===== config.mk =====
export PLATFORM = sky130hd
export DESIGN_NAME = jtag_sequencer
export DESIGN_NICKNAME = d
export VERILOG_FILES = /design/src/rtl/jtag_pkg.sv /design/src/rtl/seq_down_counter.sv /design/src/rtl/jtag_sequencer.sv
export SDC_FILE = /design/constraint.sdc
export NUM_CORES = 1
export LEC_CHECK = 0
export ABC_AREA = 0
export ABC_CLOCK_PERIOD_IN_PS = 2700
export CAP_MARGIN = 20
export CORE_UTILIZATION = 40
export DETAILED_ROUTE_END_ITERATION = 12
export HOLD_SLACK_MARGIN = 0.06
export PLACE_DENSITY = 0.72
export REMOVE_ABC_BUFFERS = 1
export SLEW_MARGIN = 20
export SYNTH_ARGS = -nofsm -noshare
export SYNTH_HDL_FRONTEND = slang
export SYNTH_SLANG_ARGS = --single-unit

===== constraint.sdc =====
create_clock -name clk -period 2.7 [get_ports clk]
set_input_delay 0.405 -clock clk [delete_from_list [all_inputs] [get_ports clk]]
set_output_delay 0.405 -clock clk [all_outputs]
set_load 0.1 [all_outputs]

===== src/rtl/jtag_pkg.sv =====
// Shared definitions for the JTAG vector-playback sequencer: FSM state
// encoding and the sticky error codes reported on err.
package jtag_pkg;

    typedef enum logic [2:0] {
        ST_IDLE   = 3'd0,
        ST_CHECK  = 3'd1,
        ST_GO     = 3'd2,
        ST_WAIT   = 3'd3,
        ST_GAP    = 3'd4,
        ST_FINISH = 3'd5
    } seq_state_t;

    localparam logic [1:0] ERR_NONE  = 2'b00;
    localparam logic [1:0] ERR_CFG   = 2'b01;
    localparam logic [1:0] ERR_TMO   = 2'b10;
    localparam logic [1:0] ERR_ABORT = 2'b11;

endpackage


===== src/rtl/seq_down_counter.sv =====
// Loadable down counter used for both the inter-pass gap and the playback
// watchdog; it holds at zero instead of wrapping.
module seq_down_counter #(
    parameter int WIDTH = 16
) (
    input  logic             clk,
    input  logic             reset_n,
    input  logic             i_load,
    input  logic [WIDTH-1:0] i_load_val,
    input  logic             i_en,
    output logic             o_zero
);

    logic [WIDTH-1:0] r_count;

    always_ff @(posedge clk or negedge reset_n) begin
        if (!reset_n) begin
            r_count <= '0;
        end else if (i_load) begin
            r_count <= i_load_val;
        end else if (i_en && (r_count != '0)) begin
            r_count <= r_count - WIDTH'(1);
        end
    end

    assign o_zero = (r_count == '0);

endmodule


===== src/rtl/jtag_sequencer.sv =====
// Runs a JTAG vector range through the player a configurable number of
// times, with idle gaps, optional ADC arming, a watchdog and abort.
module jtag_sequencer
    import jtag_pkg::*;
#(
    parameter int J_A_WIDTH = 12,
    parameter int REP_WIDTH = 16,
    parameter int GAP_WIDTH = 16,
    parameter int TMO_WIDTH = 24
) (
    input  logic                 clk,
    input  logic                 reset_n,
    input  logic                 cmd_start,
    input  logic                 cmd_abort,
    input  logic [J_A_WIDTH-1:0] cfg_vec_start,
    input  logic [J_A_WIDTH-1:0] cfg_vec_end,
    input  logic [REP_WIDTH-1:0] cfg_repeat,
    input  logic [GAP_WIDTH-1:0] cfg_gap,
    input  logic                 cfg_adc_every,
    input  logic                 play_done,
    output logic                 play_go,
    output logic [J_A_WIDTH-1:0] play_addr_start,
    output logic [J_A_WIDTH-1:0] play_addr_end,
    output logic                 adc_start,
    output logic                 busy,
    output logic                 done,
    output logic [1:0]           err,
    output logic [REP_WIDTH-1:0] pass_cnt
);

    seq_state_t           r_state;
    logic [J_A_WIDTH-1:0] r_addr_start;
    logic [J_A_WIDTH-1:0] r_addr_end;
    logic [REP_WIDTH-1:0] r_repeat;
    logic [GAP_WIDTH-1:0] r_gap;
    logic                 r_adc_every;
    logic [REP_WIDTH-1:0] r_pass_cnt;
    logic                 r_play_go;
    logic                 r_adc_start;
    logic                 r_busy;
    logic                 r_done;
    logic [1:0]           r_err;

    logic                 w_bad_cfg;
    logic [REP_WIDTH:0]   w_pass_plus1;
    logic [REP_WIDTH-1:0] w_rep_eff;
    logic [REP_WIDTH-1:0] w_pass_sat;
    logic                 w_last_pass;
    logic                 w_adc_arm;
    logic                 w_gap_zero;
    logic                 w_wd_zero;
    logic                 w_gap_load;
    logic                 w_wd_load;
    logic                 w_wd_en;

    assign w_bad_cfg    = (r_addr_end < r_addr_start);
    assign w_pass_plus1 = {1'b0, r_pass_cnt} + (REP_WIDTH+1)'(1);
    assign w_rep_eff    = (r_repeat == '0) ? REP_WIDTH'(1) : r_repeat;
    assign w_last_pass  = (w_pass_plus1 == {1'b0, w_rep_eff});
    assign w_pass_sat   = (&r_pass_cnt) ? r_pass_cnt : w_pass_plus1[REP_WIDTH-1:0];
    assign w_adc_arm    = r_adc_every || (r_pass_cnt == '0);

    // The watchdog is loaded on entry to GO so it already counts during GO;
    // expiry then lands exactly 2**TMO_WIDTH cycles after play_go.
    assign w_wd_load  = ((r_state == ST_CHECK) && !w_bad_cfg) ||
                        ((r_state == ST_GAP) && w_gap_zero);
    assign w_wd_en    = (r_state == ST_GO) || (r_state == ST_WAIT);
    assign w_gap_load = (r_state == ST_WAIT) && play_done && !w_last_pass;

    seq_down_counter #(.WIDTH(GAP_WIDTH)) u_gap_cnt (
        .clk        (clk),
        .reset_n    (reset_n),
        .i_load     (w_gap_load),
        .i_load_val (r_gap),
        .i_en       (r_state == ST_GAP),
        .o_zero     (w_gap_zero)
    );

    seq_down_counter #(.WIDTH(TMO_WIDTH)) u_wd_cnt (
        .clk        (clk),
        .reset_n    (reset_n),
        .i_load     (w_wd_load),
        .i_load_val ({TMO_WIDTH{1'b1}}),
        .i_en       (w_wd_en),
        .o_zero     (w_wd_zero)
    );

    always_ff @(posedge clk or negedge reset_n) begin
        if (!reset_n) begin
            r_state      <= ST_IDLE;
            r_addr_start <= '0;
            r_addr_end   <= '0;
            r_repeat     <= '0;
            r_gap        <= '0;
            r_adc_every  <= 1'b0;
            r_pass_cnt   <= '0;
            r_play_go    <= 1'b0;
            r_adc_start  <= 1'b0;
            r_busy       <= 1'b0;
            r_done       <= 1'b0;
            r_err        <= ERR_NONE;
        end else begin
            r_play_go   <= 1'b0;
            r_adc_start <= 1'b0;
            r_done      <= 1'b0;
            if (cmd_abort && (r_state != ST_IDLE)) begin
                r_err   <= ERR_ABORT;
                r_state <= ST_IDLE;
                r_busy  <= 1'b0;
            end else begin
                case (r_state)
                    ST_IDLE: begin
                        if (cmd_start) begin
                            r_addr_start <= cfg_vec_start;
                            r_addr_end   <= cfg_vec_end;
                            r_repeat     <= cfg_repeat;
                            r_gap        <= cfg_gap;
                            r_adc_every  <= cfg_adc_every;
                            r_pass_cnt   <= '0;
                            r_err        <= ERR_NONE;
                            r_busy       <= 1'b1;
                            r_state      <= ST_CHECK;
                        end
                    end
                    ST_CHECK: begin
                        if (w_bad_cfg) begin
                            r_err   <= ERR_CFG;
                            r_busy  <= 1'b0;
                            r_state <= ST_IDLE;
                        end else begin
                            r_play_go   <= 1'b1;
                            r_adc_start <= w_adc_arm;
                            r_state     <= ST_GO;
                        end
                    end
                    ST_GO: begin
                        r_state <= ST_WAIT;
                    end
                    ST_WAIT: begin
                        if (play_done) begin
                            r_pass_cnt <= w_pass_sat;
                            if (w_last_pass) begin
                                r_done  <= 1'b1;
                                r_state <= ST_FINISH;
                            end else begin
                                r_state <= ST_GAP;
                            end
                        end else if (w_wd_zero) begin
                            r_err   <= ERR_TMO;
                            r_busy  <= 1'b0;
                            r_state <= ST_IDLE;
                        end
                    end
                    ST_GAP: begin
                        if (w_gap_zero) begin
                            r_play_go   <= 1'b1;
                            r_adc_start <= w_adc_arm;
                            r_state     <= ST_GO;
                        end
                    end
                    ST_FINISH: begin
                        r_busy  <= 1'b0;
                        r_state <= ST_IDLE;
                    end
                    default: begin
                        r_busy  <= 1'b0;
                        r_state <= ST_IDLE;
                    end
                endcase
            end
        end
    end

    assign play_go         = r_play_go;
    assign adc_start       = r_adc_start;
    assign play_addr_start = r_addr_start;
    assign play_addr_end   = r_addr_end;
    assign busy            = r_busy;
    assign done            = r_done;
    assign err             = r_err;
    assign pass_cnt        = r_pass_cnt;

endmodule

# Yosys cells after proc, flatten, opt, wreduce, memory -nomap -nowiden
# Cells that the tools add are included.
# W data, S select, Z words.
totals:
  ff_bits: 122
  input_bits: 62
  word_cells: 106
op_classes:
  n_addsub: 3
  order_cmp: 1
  eq_ne: 15
  mux: 41
  n_bitwise: 1
  reduce_logical: 31
ops:
  columns: ["operator", "n"]
  rows:
  - ["$mux W16", 6]
  - ["$logic_not A16 Y1", 3]
  - ["$mux W24", 2]
  - ["$pmux W16 S2", 1]
  - ["$logic_not A24 Y1", 1]
  - ["$reduce_bool A24 Y1", 1]
  - ["$sub A24 B1 Y24 const B", 1]
  - ["$add A16 B1 Y17 const B", 1]
  - ["$eq A17 B16 Y1", 1]
  - ["$mux W1", 16]
  - ["$reduce_and A16 Y1", 1]
  - ["$reduce_bool A16 Y1", 1]
  - ["$sub A16 B1 Y16 const B", 1]
  - ["$mux W3", 5]
  - ["$pmux W3 S5", 1]
  - ["$reduce_and A5 Y1", 3]
  - ["$lt A12 B12 Y1", 1]
  - ["$mux W2", 6]
  - ["$logic_and A1 B1 Y1", 7]
  - ["$eq A3 B2 Y1 const B", 2]
  - ["$ne A2 B2 Y1 const B", 3]
  - ["$ne A3 B2 Y1 const B", 2]
  - ["$ne A3 B3 Y1 const B", 2]
  - ["$pmux W2 S3", 1]
  - ["16 further kinds", 23]

# Longest topological paths before layout
depth:
  ltp_word: 7
  depth_mapped: 11
  mapped_depth_nobuf: 9

# Hierarchy
# From an unflattened synthesis, not the netlist that was laid out.
hier_totals:
  cells_unflattened: 718
  hier_area_um2: 6976.7
by_module_without_submodules:
  columns: ["module", "n_inst", "cells_per_inst", "area_each_um2"]
  rows:
  - ["jtag_sequencer", 1, 421, 4366.7]
  - ["seq_down_counter (u_wd_cnt)", 1, 173, 1546.5]
  - ["seq_down_counter (u_gap_cnt)", 1, 124, 1063.5]

# Worst setup path before layout
# No wires, ideal clock.
synth_path:
  path_kind: "flip-flop to flip-flop"
  from: "register r_pass_cnt[1], in the netlist pass_cnt[1]"
  to: "register u_gap_cnt.r_count[0]"
  t_arrival_ps: 3469
  required_ps: 2575
  setup_slack_ps: -894
  stages_incl_launch_ff: 11
  path_cell_list: "dfrtp_1 -> ha_1 -> nand3_2 -> buf_4 -> or4_1 -> a221oi_1 -> a211oi_1 -> a31o_2 -> a31oi_4 -> buf_6 -> mux2_4"
synth_via:
  elab_chain_len: 5
synth_lines:
  columns: ["element", "line", "text"]
  rows:
  - ["from (decl)", "jtag_sequencer.sv:37", "logic [REP_WIDTH-1:0] r_pass_cnt;"]
  - ["from (signal assigned)", "jtag_sequencer.sv:141", "r_pass_cnt <= w_pass_sat;"]
  - ["$add A16 B1 Y17 *", "jtag_sequencer.sv:57", "assign w_pass_plus1 = {1'b0, r_pass_cnt} + (REP_WIDTH+1)'(1);"]
  - ["$eq A17 B16 Y1 *", "jtag_sequencer.sv:59", "assign w_last_pass = (w_pass_plus1 == {1'b0, w_rep_eff});"]
  - ["$logic_not A1 Y1 *", "jtag_sequencer.sv:68", "assign w_gap_load = (r_state == ST_WAIT) && play_done && !w_last_pass;"]
  - ["$logic_and A1 B1 Y1 *", "jtag_sequencer.sv:68", null]
  - ["$mux W16 or $reduce_bool A2 Y1 (tied branches)", null, null]
  - ["to (signal assigned)", "seq_down_counter.sv:20", "r_count <= i_load_val;"]
  - ["to (signal assigned)", "seq_down_counter.sv:22", "r_count <= r_count - WIDTH'(1);"]
  - ["to (decl)", "seq_down_counter.sv:14", "logic [WIDTH-1:0] r_count;"]
# Every way passes the cells marked *; elsewhere a longest branch is shown, timed or not.
# A chain may end at the register's enable or synchronous reset.

# Worst setup path after layout
layout_path:
  from: "register r_pass_cnt[0], in the netlist pass_cnt[0]"
  to: "register u_gap_cnt.r_count[11]"
# The elaborated chain is that of the path after synthesis.

==> metrics.cfg <==
[synthesis]
synth_top_family_by_area=simple AND/OR/NAND/NOR gates
yosysTopAreaCell=dfrtp_1
yosys.area_share.adder_pct=2.81
synthCells=746
netlist_area_um2=6670
synth-compound-area-share_pct=10.2
synth.ff_latch_count=122
synth_edf_count=0
ys_seq_area_share_pct=45.8
synth_area_leaders=dfrtp_1 (46%), nand2_1 (11%), xnor2_1 (3.4%)
ys.flop_type=dfrtp_1
synth_top_area_share_pct=45.8
synth_simple_gate_area_share_pct=26.2
synth_xor_area_share_pct=6.83
async_flop_share_pct=100
synth.avg_cell_area_um2=8.94
synth_mux_area_share_pct=3.81
ys_types=67
ys_warn_count=0

[layout]
diodes=0
drive_above_1_share_pct=19.5
fillers=1448
mostFrequentLayoutCells=nand2_1 (204), dfrtp_1 (120), buf_4 (95)
area_delta_synth_final_pct=33.3
final_common_cell=nand2_1
utilization_pct=55.4
final_nets=962

[critical_path]
path_max_fanout=16
rr_endpoint=u_gap_cnt.r_count[11]
cp.arrival_ps=2960
crit_buf_inv=1
r2r_start=pass_cnt[0]
required_ps=3000
end_kind=register
cp_slowest_cell=or4_4
rrSetupSlack_ps=40
path_cells=ha_2 -> nand3_4 -> or4_4 -> mux2i_2 -> o2111ai_2 -> nor4_4 -> a31oi_4 -> buf_12 -> mux2_4
cp-start-kind=register
critical_path_class=reg -> reg
ff2ff_path_depth=9
max_stage_delay_ps=460
cp_top_family=simple AND/OR/NAND/NOR gates

[power_and_ir_drop]
p_leak_nw=3.96
ir_drop_mv=1.26
power_density_nw_per_um2=1170

[min_path]
holdPathStages=2
hold-path-endpoint=r_gap[2]
hold_class=reg -> reg
hold_path.startpoint=r_gap[2]

[place]
place_congestion=0.877
portBuffers=107
post-dp-hpwl_um=11800

[drt]
drt-initial-drc-count=378
via_per_inst=5.13
wirelength_um=16900
wl_met1_um=7820
wl_met3_um=1010
vias=5714
dr.pass1.iters=5
top_layer_used=met4
met2_length_um=7880
route.detailed.drc=0
drt-wirelength-per-cell_um=15.2
antenna_left=0

[global_route]
grt_pass1_wl_um=28500
track_usage_pct=20.8
gr-total-overflow=0
grt_pass1_vias=5741
antenna_found_initial=0
grt_max_degree=71

[timing]
finalCritPeriodShare_pct=98.6
tightestPinTransition_ps=566
slew-limit-headroom_pct=62.0
finalClockSkew_ps=7.36
finalSetupViolCount=0
hold_viol=0
slew_violations=0
tns_ps=0
min_period_ps=2660
rsz0062_at_grt=true
fmax_mhz=376

[floorplan]
ios=108
start_util_pct=41.5
die-area_um2=17200
rows=46
die_h_um=131
die_x_um=131
core_area_um2=16100

[clock_network]
clock_sinks=122
cts_tree=yes
ctsRootBufferMaster=clkbuf_16
clkLatencyLatePin_ps=420
ctsHtreeMaxLevel=4
clk_path_buf_depth=2
clk_pin_slew_ps=60
cts_inserted_buffers=17

[flow_run]
cap_violations=0

[run_status]
status=completed

## worst max path at each step
stage	slack [ps]	to	start	cells past startpoint
final	40	u_gap_cnt.r_count[11]	pass_cnt[0]	9
after CTS	2	u_wd_cnt.r_count[5]	u_wd_cnt.r_count[16]	7
after detailed placement	-50	u_gap_cnt.r_count[6]	pass_cnt[9]	8
after floorplan	-1010	u_gap_cnt.r_count[3]	pass_cnt[0]	8
after global placement	-30	u_gap_cnt.r_count[5]	r_repeat[9]	8
after global routing	-70	u_gap_cnt.r_count[14]	pass_cnt[0]	9
## layout make-up
class,count,area [um2],area share [%]
inverters,28,105,1.18
clock buffers,23,488,5.49
multi-input cells,556,3410,38.4
clock inverters,9,159,1.79
repair buffers,160,1400,15.8
flip-flops and latches,122,3060,34.4
well taps,216,270,3.04
## registers in the layout (all words and copies together), names as in the netlist, 2 cells and up
name,flops
u_wd_cnt.r_count,24
pass_cnt,16
r_gap,16
r_repeat,16
u_gap_cnt.r_count,16
play_addr_end,12
play_addr_start,12
r_state,3
err,2
## cells by family (layout without fill, tap and decap cells)
family                   Yosys count  in the layout
multiplexers                      20             20
flip-flops                       122            122
buffers and inverters             68            220
adder cells (fa/ha/maj)           15             15
XOR/XNOR                          52             52
AO/OA/AOI/OAI                    105            105
AND/OR/NAND/NOR                  364            364
## layer usage
layer	track usage (%)	vias up
met5	0	-
met4	6.80	0
met3	5.98	15
met2	31.8	156
met1	28.1	2717
li1	-	2826
## cells in the mapped netlist, drive strengths merged (2+ instances only)
library cell	count
xnor2	26
o2111ai	2
dfrtp	122
nand4	10
mux2i	4
and2	2
or3	5
nand2	205
ha	15
o21ai	45
nor2b	5
nor3b	2
mux2	16
xor2	26
a211oi	3
nand2b	7
nor2	45
nor4	16
inv	28
nand4b	2
a221oi	3
a21oi	13
or4	11
clkbuf	27
and3	10
o31ai	10
buf	13
a31oi	5
o41ai	3
nor4b	3
nor3	17
o21a	2
a41oi	2
o221ai	2
nand3b	3
nand3	15
a21o	5
## metrics by stage
step                      power (W)  cells  hold slack, ps  setup slack [ps]  instance area (um2)
after global routing         0.0111   1114             508             -72.2                 8890
final                        0.0104   1114             478              38.0                 8890
after detailed placement    0.00791   1074             408             -52.4                 8100
after CTS                    0.0105   1107             480              2.09                 8760
after floorplan             0.00658    706             109             -1010                 6480
after global placement      0.00781   1074             397             -33.0                 8100
## power by group
group          switching [W]  total (W)  leakage (nW)  internal, W
Sequential          0.000682    0.00326          1.46      0.00258
Combinational        0.00315    0.00470          2.20      0.00155
Clock               0.000841    0.00249         0.302      0.00165
Total                0.00467     0.0104          3.96      0.00578
## worst register-to-register path, delay by kind of cell (launching register included)
family	cells	cell delay, ps
simple gates	3	950
flops	1	360
fa+ha+maj	1	220
compound gates	2	320
buf+inv	1	180
mux	2	520
## what timing repair did
action                                 4_1_cts  5_1_grt
endpoints found under the hold margin       32        0
buffers inserted                             0        7
gates resized for setup                      2       15
setup endpoints to repair                   15       33
hold buffers                                 1        0
pin swaps                                    0        4
No activity file was read; power rests on OpenSTA's default activity.
